<file path="config.mk">
export PLATFORM = sky130hd
export DESIGN_NAME = pipe_stage_reg
export DESIGN_NICKNAME = d
export VERILOG_FILES = /design/src/rtl/pipe_pkg.sv /design/src/rtl/sat_counter.sv /design/src/rtl/pipe_stage_reg.sv
export SDC_FILE = /design/constraint.sdc
export NUM_CORES = 1
export LEC_CHECK = 0
export ABC_CLOCK_PERIOD_IN_PS = 8930
export BUFFER_PORTS_ARGS = -buffer_cell sky130_fd_sc_hd__buf_2
export CORE_MARGIN = 2
export CORE_UTILIZATION = 30
export DETAILED_ROUTE_END_ITERATION = 8
export PLACE_DENSITY_LB_ADDON = 0.3
export SYNTH_ARGS = -nofsm -noshare
export SYNTH_HDL_FRONTEND = slang
export SYNTH_SLANG_ARGS = --single-unit
export TNS_END_PERCENT = 5
</file>
<file path="constraint.sdc">
create_clock -name clk -period 8.93 [get_ports clk]
set_input_delay 0.893 -clock clk [delete_from_list [all_inputs] [get_ports clk]]
set_output_delay 0.893 -clock clk [all_outputs]
set_load 0.02 [all_outputs]
</file>
<file path="src/rtl/pipe_pkg.sv">
// Shared definitions for the D/E/M/W pipeline stage registers.
package pipe_pkg;

  localparam int          EXC_NONE   = 0;
  localparam logic [31:0] NOP_INSTR  = 32'h0000_0000;
  localparam int          TNEW_W_DEF = 2;
  localparam int          EXC_W_DEF  = 6;

  // One-hot update mode, highest priority in the top bit.
  typedef enum logic [3:0] {
    MODE_LOAD   = 4'b0001,
    MODE_BUBBLE = 4'b0010,
    MODE_HOLD   = 4'b0100,
    MODE_FLUSH  = 4'b1000
  } mode_e;

endpackage

</file>
<file path="src/rtl/sat_counter.sv">
// Saturating up-counter with synchronous clear; clear beats increment.
module sat_counter #(
  parameter int W = 4
) (
  input  logic         clk,
  input  logic         rst,
  input  logic         clr,
  input  logic         inc,
  output logic [W-1:0] cnt_o
);

  logic [W-1:0] cnt_d, cnt_q;

  always_comb begin
    cnt_d = cnt_q;
    if (clr)                    cnt_d = '0;
    else if (inc && cnt_q != '1) cnt_d = cnt_q + W'(1);
  end

  always_ff @(posedge clk or posedge rst) begin
    if (rst) cnt_q <= '0;
    else     cnt_q <= cnt_d;
  end

  assign cnt_o = cnt_q;

endmodule

</file>
<file path="src/rtl/pipe_stage_reg.sv">
// Pipeline stage register: carries one instruction and its decoded payload
// across a stage boundary with flush/hold/bubble/load update modes.
module pipe_stage_reg
  import pipe_pkg::*;
#(
  parameter int DATA_W  = 32,
  parameter int REG_W   = 5,
  parameter int NUM_OPS = 2,
  parameter int EXC_W   = EXC_W_DEF,
  parameter int TNEW_W  = TNEW_W_DEF,
  parameter int CNT_W   = 4
) (
  input  logic                       clk,
  input  logic                       reset,
  input  logic                       flush,
  input  logic                       hold,
  input  logic                       bubble,
  input  logic                       valid_i,
  input  logic [DATA_W-1:0]          pc8_i,
  input  logic [DATA_W-1:0]          instr_i,
  input  logic [DATA_W-1:0]          e32_i,
  input  logic [NUM_OPS*DATA_W-1:0]  v_i,
  input  logic [NUM_OPS*REG_W-1:0]   a_i,
  input  logic [REG_W-1:0]           a3_i,
  input  logic                       w_i,
  input  logic                       bd_i,
  input  logic [TNEW_W-1:0]          tnew_i,
  input  logic [EXC_W-1:0]           exccode_i,
  output logic                       valid_o,
  output logic [DATA_W-1:0]          pc8_o,
  output logic [DATA_W-1:0]          instr_o,
  output logic [DATA_W-1:0]          e32_o,
  output logic [NUM_OPS*DATA_W-1:0]  v_o,
  output logic [NUM_OPS*REG_W-1:0]   a_o,
  output logic [REG_W-1:0]           a3_o,
  output logic                       w_o,
  output logic                       bd_o,
  output logic [TNEW_W-1:0]          tnew_o,
  output logic [EXC_W-1:0]           exccode_o,
  output logic                       exc_pending_o,
  output logic [CNT_W-1:0]           hold_cnt_o
);

  mode_e mode;

  logic                      valid_d,   valid_q;
  logic [DATA_W-1:0]         pc8_d,     pc8_q;
  logic [DATA_W-1:0]         instr_d,   instr_q;
  logic [DATA_W-1:0]         e32_d,     e32_q;
  logic [NUM_OPS-1:0][DATA_W-1:0] v_d, v_q;
  logic [NUM_OPS-1:0][REG_W-1:0]  a_d, a_q;
  logic [REG_W-1:0]          a3_d,      a3_q;
  logic                      w_d,       w_q;
  logic                      bd_d,      bd_q;
  logic [TNEW_W-1:0]         tnew_d,    tnew_q;
  logic [EXC_W-1:0]          exccode_d, exccode_q;

  // An empty incoming slot loads exactly like a bubble, so fold it in here.
  always_comb begin
    if (flush)                  mode = MODE_FLUSH;
    else if (hold)              mode = MODE_HOLD;
    else if (bubble || !valid_i) mode = MODE_BUBBLE;
    else                        mode = MODE_LOAD;
  end

  always_comb begin
    valid_d   = valid_q;
    pc8_d     = pc8_q;
    instr_d   = instr_q;
    e32_d     = e32_q;
    v_d       = v_q;
    a_d       = a_q;
    a3_d      = a3_q;
    w_d       = w_q;
    bd_d      = bd_q;
    tnew_d    = tnew_q;
    exccode_d = exccode_q;
    unique case (mode)
      MODE_FLUSH: begin
        valid_d   = 1'b0;
        pc8_d     = '0;
        instr_d   = DATA_W'(NOP_INSTR);
        e32_d     = '0;
        v_d       = '0;
        a_d       = '0;
        a3_d      = '0;
        w_d       = 1'b0;
        bd_d      = 1'b0;
        tnew_d    = '0;
        exccode_d = EXC_W'(EXC_NONE);
      end
      MODE_HOLD: begin
        tnew_d = (tnew_q == '0) ? '0 : tnew_q - TNEW_W'(1);
      end
      // pc8/bd survive so EPC and BD stay correct for a stalled slot.
      MODE_BUBBLE: begin
        valid_d   = 1'b0;
        pc8_d     = pc8_i;
        instr_d   = DATA_W'(NOP_INSTR);
        e32_d     = '0;
        v_d       = '0;
        a_d       = '0;
        a3_d      = '0;
        w_d       = 1'b0;
        bd_d      = bd_i;
        tnew_d    = '0;
        exccode_d = EXC_W'(EXC_NONE);
      end
      MODE_LOAD: begin
        valid_d   = valid_i;
        pc8_d     = pc8_i;
        instr_d   = instr_i;
        e32_d     = e32_i;
        v_d       = v_i;
        a_d       = a_i;
        a3_d      = a3_i;
        w_d       = w_i && valid_i && (exccode_i == EXC_W'(EXC_NONE));
        bd_d      = bd_i;
        tnew_d    = tnew_i;
        exccode_d = exccode_i;
      end
      default: ;
    endcase
  end

  always_ff @(posedge clk or posedge reset) begin
    if (reset) begin
      valid_q   <= 1'b0;
      pc8_q     <= '0;
      instr_q   <= '0;
      e32_q     <= '0;
      v_q       <= '0;
      a_q       <= '0;
      a3_q      <= '0;
      w_q       <= 1'b0;
      bd_q      <= 1'b0;
      tnew_q    <= '0;
      exccode_q <= '0;
    end else begin
      valid_q   <= valid_d;
      pc8_q     <= pc8_d;
      instr_q   <= instr_d;
      e32_q     <= e32_d;
      v_q       <= v_d;
      a_q       <= a_d;
      a3_q      <= a3_d;
      w_q       <= w_d;
      bd_q      <= bd_d;
      tnew_q    <= tnew_d;
      exccode_q <= exccode_d;
    end
  end

  sat_counter #(.W(CNT_W)) u_hold_cnt (
    .clk   (clk),
    .rst   (reset),
    .clr   (mode != MODE_HOLD),
    .inc   (mode == MODE_HOLD),
    .cnt_o (hold_cnt_o)
  );

  assign valid_o       = valid_q;
  assign pc8_o         = pc8_q;
  assign instr_o       = instr_q;
  assign e32_o         = e32_q;
  assign v_o           = v_q;
  assign a_o           = a_q;
  assign a3_o          = a3_q;
  assign w_o           = w_q;
  assign bd_o          = bd_q;
  assign tnew_o        = tnew_q;
  assign exccode_o     = exccode_q;
  assign exc_pending_o = valid_q && (exccode_q != EXC_W'(EXC_NONE));

endmodule

</file>
# Yosys cells after proc, flatten, opt, wreduce, memory -nomap -nowiden

Index checks and enable logic that the tools add are counted.

Output and inout bits: 191
Bits of input ports: 191
Logic and storage cells: 54
Register bits after elaboration: 190

Add/subtract/negate cells: 2
Reduce and logical (&&, ||, !) cells: 15
Eq/ne operators: 6
Multiplexer cells: 17

Operators by type and width:

| operator                                                                | count |
|---|---|
| 32-bit case mux with 2 select lines                                     | 3 |
| 64-bit case mux with 2 select lines                                     | 1 |
| 10-bit case mux with 2 select lines                                     | 1 |
| 4-bit two-way mux                                                       | 3 |
| 6-bit case mux with 2 select lines                                      | 1 |
| 5-bit case mux with 2 select lines                                      | 1 |
| 6-bit logical NOT                                                       | 1 |
| 1-bit case mux with 2 select lines                                      | 3 |
| 2-bit case mux with 3 select lines                                      | 1 |
| 2-bit nonzero test                                                      | 3 |
| 6-bit nonzero test                                                      | 1 |
| 4-bit by 1-bit adder with 4-bit output, second input constant           | 1 |
| 4-bit by 1-bit equality test with 1-bit output, second input constant   | 1 |
| 4-bit by 2-bit equality test with 1-bit output, second input constant   | 1 |
| 4-bit by 3-bit equality test with 1-bit output, second input constant   | 1 |
| 4-bit equality test, second input constant                              | 1 |
| 1-bit logical AND                                                       | 4 |
| 2-bit two-way mux                                                       | 2 |
| 4-bit by 3-bit inequality test with 1-bit output, second input constant | 1 |
| 4-bit inequality test, second input constant                            | 1 |
| 2-bit OR reduction                                                      | 2 |
| 3-bit two-way mux                                                       | 1 |
| 3-bit nonzero test                                                      | 1 |
| 2-bit logical NOT                                                       | 1 |
| other kinds (3)                                                         | 3 |

# Longest topological paths before layout

Gate-level depths: netlist of the first run.

Depth after elaboration: 9
Mapped depth: 7
Gate-level depth less buffers: 4

# Modules after synthesis

Synthesis of the first run repeated with hierarchy kept, for this count alone.

Cell total of the unflattened synthesis: 476
Area total of the unflattened synthesis: 6,994.2 um^2

Modules (own cells, without submodules):

| module         | seq. area each (um^2) | area an instance (um^2) | cells each | instances |
|---|---|---|---|---|
| pipe_stage_reg | 4,654.5               | 6,764.0                 | 455        | 1 |
| sat_counter    | 100.1                 | 230.2                   | 21         | 1 |

# Least setup slack after synthesis of the first run

No wires, ideal clock.

Kind: register -> output
Start point: register exccode_q[1] (netlist: exccode_o[1])
End point: output port exc_pending_o
Path buffers: 0
Data required time: 8,037 ps
Stages on the path, launching flop included: 3
Data arrival time: 1,287 ps
Path slack: 6,750 ps
Path through: dfrtp_1 -> or4_1 -> o31a_1

Longest elaborated chain between the ends: 2

Ends and longest elaborated chain:

| item                   | line                  | text |
|---|---|---|
| start, declared        | pipe_stage_reg.sv:56  | `logic [EXC_W-1:0] exccode_d, exccode_q;` |
| start signal, assigned | pipe_stage_reg.sv:150 | `exccode_q <= exccode_d;` |
| 6-bit nonzero test     | pipe_stage_reg.sv:173 | `assign exc_pending_o = valid_q && (exccode_q != EXC_W'(EXC_NONE));` |
| 1-bit logical AND      | pipe_stage_reg.sv:173 |  |
| end, declared          | pipe_stage_reg.sv:40  | `output logic exc_pending_o,` |

Every way passes these cells.

# Worst setup path after layout of the first run

Start point: input port hold
End point: register v_q, in the netlist v_o[26]

Longest elaborated chain between the ends: 5
Elaborated cells between the ends (all ways): 8
Those cells by class: 3 x eq/ne; 3 x mux; 2 x reduce/logical

Ends and longest elaborated chain:

| item                                                                                         | line                  | text |
|---|---|---|
| start, declared                                                                              | pipe_stage_reg.sv:16  | `input logic hold,` |
| 3-bit two-way mux (*)                                                                        | pipe_stage_reg.sv:61  | `else if (hold) mode = MODE_HOLD;` |
| 4-bit two-way mux (*)                                                                        | pipe_stage_reg.sv:60  | `if (flush) mode = MODE_FLUSH;` |
| 4-bit by 2-bit equality test with 1-bit output / 4-bit equality test (equally long branches) | pipe_stage_reg.sv:78  | `unique case (mode)` |
| 2-bit OR reduction (no source line)                                                          | --                    |  |
| 64-bit case mux with 2 select lines / 2-bit nonzero test (equally long branches)             | --                    |  |
| end signal, assigned                                                                         | pipe_stage_reg.sv:144 | `v_q <= v_d;` |
| end, declared                                                                                | pipe_stage_reg.sv:50  | `logic [NUM_OPS-1:0][DATA_W-1:0] v_d, v_q;` |

Every way passes the cells marked *; elsewhere a longest branch is shown, timed or not.
A chain may end at the register's enable or synchronous reset.

==> results of run 1 <==
[sequential cells by signal, summed over array words and instances, names as in the netlist]
register and flops:
w_o 1, a3_o 5, v_o 64, instr_o 32, a_o 10, bd_o 1, exccode_o 6, pc8_o 32
u_hold_cnt.cnt_o 4, e32_o 32, valid_o 1, tnew_o 2
[Yosys cell counts (2+ instances only)]
library cell,instances,area (µm²)
nand2_1,2,7.51
dfrtp_1,190,4750
a22o_1,149,1310
buf_4,2,15.0
inv_1,2,7.51
nand3_1,2,10.0
buf_1,3,11.3
o21ai_0,2,10.0
nor2_1,35,131
mux2i_1,34,340
a32o_1,2,20.0
buf_2,20,100
nor3_1,2,10.0
buf_6,8,90.1
clkbuf_1,9,33.8
[kinds of logic (layout without fill, tap and decap cells)]
family	count (synthesis)	after routing	share of synthesized area [%]
mux	34	34	4.90
buf+inv	44	421	3.71
compound gates	157	157	19.7
flops	190	190	68.5
simple gates	46	46	2.92
fa+ha+maj	1	1	0.180
xor+xnor	1	1	0.126
[placed cells by master, fill, tap and decap left out]
cell         n
clkinv_4     3
inv_6        5
a211oi_1     1
nor2_1      35
nor3_1       2
a31oi_1      1
nand2_1      2
ha_1         1
clkinv_2     1
nor4b_1      1
clkbuf_16   17
nor2b_4      1
clkbuf_1     1
a32o_1       2
mux2i_1     34
or4_1        1
buf_2      381
nand3_1      2
xnor2_1      1
a21o_1       1
o21ai_0      2
nand2b_1     1
dfrtp_1    190
inv_8        5
a22o_1     149
buf_4        7
inv_1        1
o31a_1       1
nor4b_4      1
[final cells by class]
class                   instances  area (µm²)
multi-input cells             239        1950
flip-flops and latches        190        4750
fillers                      2169       13100
repair buffers                388        1960
clock inverters                13         120
well taps                     285         357
clock buffers                  18         429
inverters                       2        15.0
[power groups by stage]
| stage | registers [mW] | logic (mW) | clock network (mW) |
|---|---|---|---|
| 2_1_floorplan | 0.946 | 0.0651 | 0 |
| 3_3_place_gp | 0.915 | 0.181 | 0 |
| 3_5_place_dp | 0.914 | 0.182 | 0 |
| 4_1_cts | 0.898 | 0.183 | 0.759 |
| 5_1_grt | 0.901 | 0.195 | 0.797 |
| 6_report | 0.898 | 0.178 | 0.732 |
[per-stage QoR]
step,hold slack (ns),setup slack [ns],util (%)
2_1_floorplan,0.600,2.87,-
3_3_place_gp,0.477,5.02,39.8
3_5_place_dp,0.476,4.98,39.8
4_1_cts,0.500,5.44,42.2
5_1_grt,0.506,5.25,42.2
6_report,0.495,5.47,42.2
[worst max-delay path by stage]
stage | startpoint | to | slack [ns] | cells after the start
final | hold | v_o[26] | 5.47 | 6
after global placement | hold | v_o[29] | 5.02 | 6
after floorplan | reset | a3_o[0] | 2.87 | 1
after detailed placement | hold | e32_o[11] | 4.98 | 6
after global routing | hold | e32_o[1] | 5.25 | 6
after CTS | hold | v_o[26] | 5.44 | 6
[per-layer routing]
metal | track usage [%] | vias up | part of all wire (%) | routed length (µm)
li1 | - | 2496 | - | -
met1 | 20.1 | 2613 | 43 | 8530
met2 | 25.2 | 240 | 48 | 9460
met3 | 5.69 | 19 | 7.9 | 1570
met4 | 4.46 | 0 | 1.4 | 268
met5 | 0 | - | 0 | 0
[worst register-to-register path: cells and delay by family (launching register included)]
family,cells,cell delay [ns]
DFF,1,0.42
muxes,1,0.19
adders and majority gates,1,0.25
and+or+nand+nor,2,0.19
==> metrics.md, run 1 <==
| Metric | Value |
|---|---|
| Status | `completed` |
| FMAX | `0.289 GHz` |
| DP HPWL | `13400 µm` |
| Share of layout cells above drive strength 1 | `49.5%` |
| Switching part of the total | `a little over a quarter` |
| Reg2reg start | `u_hold_cnt.cnt_o[0]` |
| Die area | `24400 µm²` |
| Clock Latency Late Sink | `about 0.42 ns` |
| Drt initial violations | `between 300 and 400` |
| Die Span X | `about 160 µm` |
| Seq/Total Area, Yosys | `68.5%` |
| PD cells | `189 nW/µm²` |
| Number of CTS-inserted buffers | `17` |
| Final setup violation count | `0` |
| Count of cell types in the netlist | `26` |
| Rows | `55` |
| Clock group share of total power | `approximately 41%` |
| Reg-to-reg slack, setup | `7.76 ns` |
| Clk sinks | `190` |
| Worst VDD drop | `95.3 µV` |
| Syn_area_per_cell | `between 10 and 15 µm²` |
| DRT antenna net count | `0` |
| Pwr Total | `1.81 mW` |
| Drt via density | `4.73` |
| Global-route wire length before repair | `29600 µm` |
| Area growth, synth to finish | `38.0%` |
| Number of H-tree levels | `4` |
| CTS root buf | `clkbuf_16` |
| Internal power | `1.33 mW` |
| Total core area | `22700 µm²` |
| Hold Path Class | `flop to flop` |
| Largest delay share family, worst path | `buffers and inverters` |
| Synth Flop Type | `dfrtp_1` |
| Finished Cell Area | `9580 µm²` |
| Crit Path Max Fanout | `70` |
| Ant. Diodes | `0` |
| Setup TNS | `0 ns` |
| Number of I/O port buffers | `381` |
| R2R Path End | `u_hold_cnt.cnt_o[1]` |
| Routability cong. | `between 0.7 and 0.8` |
| Critical Path Sink Type | `flop` |
| Vias post-DR | `5368` |
| DR pass1 iterations | `4` |
| RSZ-0062 raised after global routing | `no` |
| Slew margin rel. | `between 30% and 40%` |
| # IOs | `approximately 380` |
| Worst Setup Start Kind | `primary input` |
| Minimum clock period | `3.46 ns` |
| Cell mode on critical path | `buf_4` |
| Worst Path Buf+Inv | `4` |
| Crit path DAT | `3.82 ns` |
| Hold path depth | `1` |
| Initial antenna violation count | `0` |
| # Post-CTS Setup Buffers | `0` |
| Hold Crit Start | `e32_o[4]` |
| Crit path largest cell delay | `approximately 0.75 ns` |
| Placed cell areas | `roughly 9000 µm²` |
| Number of global-route vias before repair | `5268` |
| Synthesized cell area | `6940 µm²` |
| EDFF count, synth | `0` |
| Fin cells | `about 1100` |
| Required time worst endpoint | `9.28 ns` |
| Post-Syn Instances | `around 470` |
| Final hold viol count | `0` |
| WL/cell | `17.5 µm` |
| Yosys warning count | `0` |
| Max Cap Viol | `0` |
| Final worst-path cycle share | `38.8%` |
| CTS tree | `built` |
| Critical-path cell list | `buf_2, buf_4, nor2b_4, buf_4, buf_4, a22o_1` |
| Placed Cells | `1104` |
| Total length of routed wires | `19800 µm` |
| Reg2Reg Depth | `4` |
| Syn_nets | `665` |
| Resized Gates After CTS | `0` |
| Switch Pwr | `0.484 mW` |
| Initial core utilization | `30.6%` |
| Clock Path Buffers | `2` |
| CTS Hold Bufs | `0` |
| Residual DRC | `0` |
| CTS clock-pin slew for the worst setup and hold paths | `approximately 0.07 ns` |
| WS Path Type | `primary input to flop` |
| Slew Limit Fails | `0` |
| Final nets | `1030` |
| Static Leakage | `5.51 nW` |
| Tot GR Track Use | `15.7%` |
| Global route overflow | `0` |
| Largest net degree at the start of global routing | `approximately 120` |
| Part of the power in combinational logic | `9.9%` |
| Slowest-stage cell, CP | `nor2b_4` |
| Die H | `156 µm` |
| Reg power frac | `between 40% and 50%` |
| Min-Delay Endpoint | `e32_o[4]` |
| Setup Skew | `0.00310 ns` |
| Yosys reg bits | `190` |
| Fraction of registers with async set/reset | `100%` |
| Worst-Margin Slew | `1.04 ns` |
No activity file was read; power rests on OpenSTA's default activity.
==> run 2: changes to the inputs <==
ABC_CLOCK_PERIOD_IN_PS = 3000   (was 8930)
clock period = 3 ns   (was 8.93 ns; I/O delays follow)
==> metrics.md, run 2 (synthesis gave the netlist of run 1 again) <==
| Metric | Value |
|---|---|
| Internal power | `4.08 mW` |
| Die H | `approximately 160 µm` |
| M1 GR Usage | `around a fifth` |
| Met3 Usage GRT | `slightly above 5%` |
| Global-route wire length before repair | `29800 µm` |
| Crit path DAT | `roughly 1.8 ns` |
| Number of global-route vias before repair | `5246` |
| Clk sinks | `between 150 and 200` |
| Critical-path cell list | `or4_1, o31a_1, buf_2` |
| Setup Skew | `0.000544 ns` |
| # IOs | `382` |
| DRT antenna net count | `0` |
| Pwr Total | `5.56 mW` |
| Number of I/O port buffers | `381` |
| Total core area | `roughly 23000 µm²` |
| CTS clock-pin slew for the worst setup and hold paths | `approximately 0.08 ns` |
| Minimum clock period | `2.07 ns` |
| Initial core utilization | `roughly 31%` |
| CTS root buf | `clkbuf_16` |
| Clock Latency Late Sink | `0.40 ns` |
| Part of the power in combinational logic | `9.9%` |
| Number of H-tree levels | `4` |
| Final setup violation count | `0` |
| Max reg flops | `64` |
| Commonest non-fill, non-tap cell in the layout | `buf_2` |
| Worst VDD drop | `around 270 µV` |
| Setup TNS | `0 ns` |
| Share of layout cells above drive strength 1 | `50.2%` |
| DP HPWL | `approximately 14000 µm` |
| Drt via density | `4.73` |
| DR pass1 iterations | `7` |
| RSZ-0062 raised after global routing | `no` |
| Switch Pwr | `1.47 mW` |
| PD cells | `568 nW/µm²` |
| Tot GR Track Use | `15.8%` |
| Final nets | `1039` |
| WL/cell | `approximately 18 µm` |
| FMAX | `between 0.4 and 0.5 GHz` |
| Crit Path Max Fanout | `3` |
| Placed Cells | `roughly 1100` |
| Global route overflow | `0` |
| GR Util met2 | `26.0%` |
| Hold Path Class | `primary input to asynchronous set/reset pin` |
| Slew Limit Fails | `0` |
| Slew margin rel. | `between 40% and 50%` |
| Rows | `55` |
| Number of CTS-inserted buffers | `17` |
| Clock group share of total power | `41.9%` |
| Clock Path Buffers | `2` |
| Static Leakage | `5.59 nW` |
| Final worst-path cycle share | `between 60% and 70%` |
| Largest net degree at the start of global routing | `97` |
| Finished Cell Area | `9780 µm²` |
| WS Path Type | `flop to output port` |
| Max Cap Viol | `0` |
| Residual DRC | `0` |
| Routability cong. | `0.741` |
| # Post-CTS Setup Buffers | `0` |
| Critical Path Sink Type | `output port` |
| Placed cell areas | `9170 µm²` |
| Initial antenna violation count | `0` |
| CTS Hold Bufs | `0` |
| Switching part of the total | `26.5%` |
| Reg power frac | `48.2%` |
| Drt initial violations | `390` |
| Worst Setup Start Kind | `flop` |
| Worst Path Buf+Inv | `1` |
| Crit path largest cell delay | `0.51 ns` |
| Vias post-DR | `5417` |
| Total length of routed wires | `roughly 20000 µm` |
| Worst-Margin Slew | `between 0.8 and 0.9 ns` |
| CTS tree | `built` |
| GRT busiest layer | `met2` |
| Slowest-stage cell, CP | `or4_1` |
| Resized Gates After CTS | `0` |
| Die Span X | `around 160 µm` |
| Fin cells | `roughly 1100` |
| Status | `completed` |
| Ant. Diodes | `0` |
| Required time worst endpoint | `roughly 2.7 ns` |
| Fillers | `2153` |
| Area growth, synth to finish | `40.8%` |
| Final hold viol count | `0` |
| Die area | `roughly 24000 µm²` |
| Highest-count cells in the layout ignoring fill and taps | `buf_2 (381), dfrtp_1 (190), a22o_1 (149)` |
| Largest delay share family, worst path | `simple AND/OR/NAND/NOR gates` |
-- run 2: changes by cell type in the layout (fill, tap and decap cells not counted) --
| cell | delta |
|---|---|
| inv_6 | +2 |
| buf_4 | +3 |
| clkinv_8 | +3 |
| clkinvlp_4 | +1 |
| buf_12 | +6 |
| bufinv_16 | +1 |
| inv_8 | -3 |
| clkbuf_8 | +1 |
| clkbuf_1 | -1 |
| clkinv_4 | -3 |
-- run 2: path summary, 6_finish.rpt --
| check | start | to | slack, ns | cells past startpoint |
|---|---|---|---|---|
| max in group asynchronous | reset | v_o[45] | 2.22 | 3 |
| setup / recovery | exccode_o[1] | exc_pending_o | 0.93 | 3 |
| hold reg to reg | v_o[57] | v_o[57] | 0.49 | 1 |
| min in group clk | instr_i[20] | instr_o[20] | 0.09 | 2 |
| setup reg to reg | u_hold_cnt.cnt_o[0] | u_hold_cnt.cnt_o[1] | 1.84 | 4 |
| hold / removal | reset | pc8_o[18] | 0.04 | 2 |
-- run 2: layer usage --
layer	part of all wire (%)	vias up	wire, µm
li1	-	2524	-
met3	7.7	12	1550
met4	0.94	0	191
met2	48	226	9790
met5	0	-	0
met1	43	2655	8730
-- run 2: area by class of cell --
type	count	area, µm²	share of cell area (%)
repair buffers	397	2100	21.5
flip-flops and latches	190	4750	48.6
clock inverters	14	168	1.71
multi-input cells	239	1950	19.9
clock buffers	18	439	4.49
inverters	2	11.3	0.115
well taps	285	357	3.65
-- run 2: stage by stage --
step	worst slack [ns]	hold WS [ns]	util, %
2_1_floorplan	0.252	0.417	-
3_3_place_gp	1.37	0.477	40.4
3_5_place_dp	1.35	0.476	40.4
4_1_cts	0.886	0.0534	43.1
5_1_grt	0.830	0.0665	43.1
6_report	0.925	0.0442	43.1
-- run 2: power groups by stage --
stage | Clock [mW] | Sequential, mW | Combinational [mW]
after floorplan | 0 | 2.82 | 0.194
after global placement | 0 | 2.72 | 0.556
after detailed placement | 0 | 2.72 | 0.564
final | 2.33 | 2.68 | 0.552
after CTS | 2.40 | 2.68 | 0.563
after global routing | 2.51 | 2.68 | 0.601
==> run 3: changes to the inputs <==
ABC_CLOCK_PERIOD_IN_PS = 2150   (was 3000)
clock period = 2.15 ns   (was 3 ns; I/O delays follow)
==> metrics.md, run 3 (synthesis gave the netlist of run 1 again) <==
| Metric | Value |
|---|---|
| R2R Path End | `u_hold_cnt.cnt_o[1]` |
| WL/cell | `17.4 µm` |
| Slew margin rel. | `about two thirds` |
| DRT antenna net count | `0` |
| Initial core utilization | `30.6%` |
| Setup Skew | `around 0.0058 ns` |
| Reg2Reg Depth | `4` |
| Die H | `156 µm` |
| Number of CTS-inserted buffers | `17` |
| Number of I/O port buffers | `between 300 and 400` |
| Fillers | `~2100` |
| Min-Delay Endpoint | `v_o[42]` |
| Rows | `55` |
| Resized Gates After CTS | `0` |
| Clock Path Buffers | `2` |
| Global route overflow | `0` |
| Area occupied by multi-input gates | `a little under 2000 µm²` |
| # IOs | `382` |
| Total core area | `between 20000 and 25000 µm²` |
| Ant. Diodes | `0` |
| Final setup violation count | `0` |
| Vias post-DR | `5673` |
| Crit Path Max Fanout | `3` |
| Tot GR Track Use | `16.5%` |
| Status | `completed` |
| Crit path largest cell delay | `0.51 ns` |
| Die area | `24400 µm²` |
| CTS root buf | `clkbuf_16` |
| Slew Limit Fails | `0` |
| Storage cell area | `4750 µm²` |
| CTS clock-pin slew for the worst setup and hold paths | `around 0.08 ns` |
| Number of H-tree levels | `4` |
| Global-route wire length before repair | `31300 µm` |
| Setup TNS | `0 ns` |
| Reg2reg start | `u_hold_cnt.cnt_o[0]` |
| Residual DRC | `0` |
| Static Leakage | `5.80 nW` |
| Initial antenna violation count | `0` |
| Reg-to-reg slack, setup | `0.98 ns` |
| # Post-CTS Setup Buffers | `0` |
| Minimum clock period | `between 1.5 and 2 ns` |
| Number of global-route vias before repair | `5706` |
| Max Cap Viol | `0` |
| Final nets | `1092` |
| Worst Setup Start Kind | `flop` |
| Worst VDD drop | `370 µV` |
| DP HPWL | `14300 µm` |
| Final hold viol count | `0` |
| Largest net degree at the start of global routing | `83` |
| Slowest-stage cell, CP | `or4_1` |
| Total length of routed wires | `20900 µm` |
| Die Span X | `between 150 and 200 µm` |
| Drt via density | `4.74` |
| FMAX | `between 0.5 and 0.6 GHz` |
| Share of layout cells above drive strength 1 | `47.3%` |
| Commonest non-fill, non-tap cell in the layout | `buf_2` |
| Hold path depth | `2` |
| Critical-path cell list | `or4_1, o31a_1, buf_2` |
| Critical Path Sink Type | `output port` |
| RSZ-0062 raised after global routing | `no` |
| Required time worst endpoint | `about 1.9 ns` |
| PD cells | `758 nW/µm²` |
| Pwr Total | `7.81 mW` |
| Clk sinks | `190` |
| Highest-count cells in the layout ignoring fill and taps | `buf_2 (381), dfrtp_1 (190), a22o_1 (149)` |
| Drt initial violations | `294` |
| Crit path DAT | `1.74 ns` |
| Routability cong. | `0.742` |
| CTS tree | `built` |
| Worst-Margin Slew | `~0.52 ns` |
| Clock Latency Late Sink | `0.42 ns` |
| DR pass1 iterations | `4` |
| Hold Crit Start | `v_i[42]` |
| Area growth, synth to finish | `48.3%` |
| Max reg flops | `64` |
| WS Path Type | `flop to output port` |
| Final worst-path cycle share | `around 91%` |
| Hold Path Class | `primary input to flop` |
[run 3: changes by cell type in the layout (fill, tap and decap cells not counted)]
cell / delta
inv_6: -4
clkinv_8: -3
clkbuf_1: +1
clkinvlp_4: +3
clkinv_2: -1
buf_4: +1
bufinv_16: +1
inv_8: +1
dlygate4sd3_1: +52
clkinv_4: +1
[run 3: area by class of cell]
class	count	area share, %
Clock buffer	19	4.30
Clock inverter	12	1.47
Inverter	2	0.109
Multi-Input combinational cell	239	18.9
Sequential cell	190	46.2
Tap cell	285	3.46
Timing Repair Buffer	450	25.6
[run 3: how the worst max path moves through the flow]
stage                    endpoint          from  slack, ns
global route        exc_pending_o  exccode_o[1]       0.09
finish              exc_pending_o  exccode_o[1]       0.20
global placement    exc_pending_o  exccode_o[1]       0.64
CTS                 exc_pending_o  exccode_o[1]       0.17
floorplan                 a3_o[0]         reset      -0.51
detailed placement      e32_o[13]          hold       0.64
[run 3: routing by layer]
| layer | wire length [µm] | GRT usage, % | vias to the layer above |
|---|---|---|---|
| met5 | 0 | 0 | - |
| met4 | 359 | 5.33 | 0 |
| met2 | 10300 | 27.5 | 257 |
| met3 | 1630 | 5.22 | 22 |
| met1 | 8590 | 20.4 | 2774 |
| li1 | - | - | 2620 |
[run 3: report_power, final]
part / internal [mW] / switching (mW) / leakage, nW
Combinational: 0.383 / 0.466 / 2.91
Clock: 1.78 / 1.44 / 0.282
Sequential: 3.67 / 0.0600 / 2.61
[run 3: repair_timing]
item / in CTS / in global routing
endpoints found under the hold margin: 54 / 6
setup endpoints to repair: 0 / 0
hold buffers: 46 / 6
[run 3: critical path, delay by kind of cell, from the launching register on]
family,cells,cell delay (ns)
buffers and inverters,1,0.16
AO/OA/AOI/OAI,1,0.25
AND/OR/NAND/NOR,1,0.51
flip-flops,1,0.40
[run 3: per-stage QoR]
stage / hold WS, ns / instance area [µm²] / util [%] / setup slack [ns] / std cells
after floorplan: 0.332 / 6950 / - / -0.513 / 473
after global placement: 0.303 / 9180 / 40.4 / 0.642 / 1114
after detailed placement: 0.301 / 9180 / 40.4 / 0.644 / 1114
after CTS: 0.000845 / 10200 / 45.1 / 0.170 / 1191
after global routing: 0.000154 / 10300 / 45.3 / 0.0930 / 1197
final: 0.0195 / 10300 / 45.3 / 0.196 / 1197
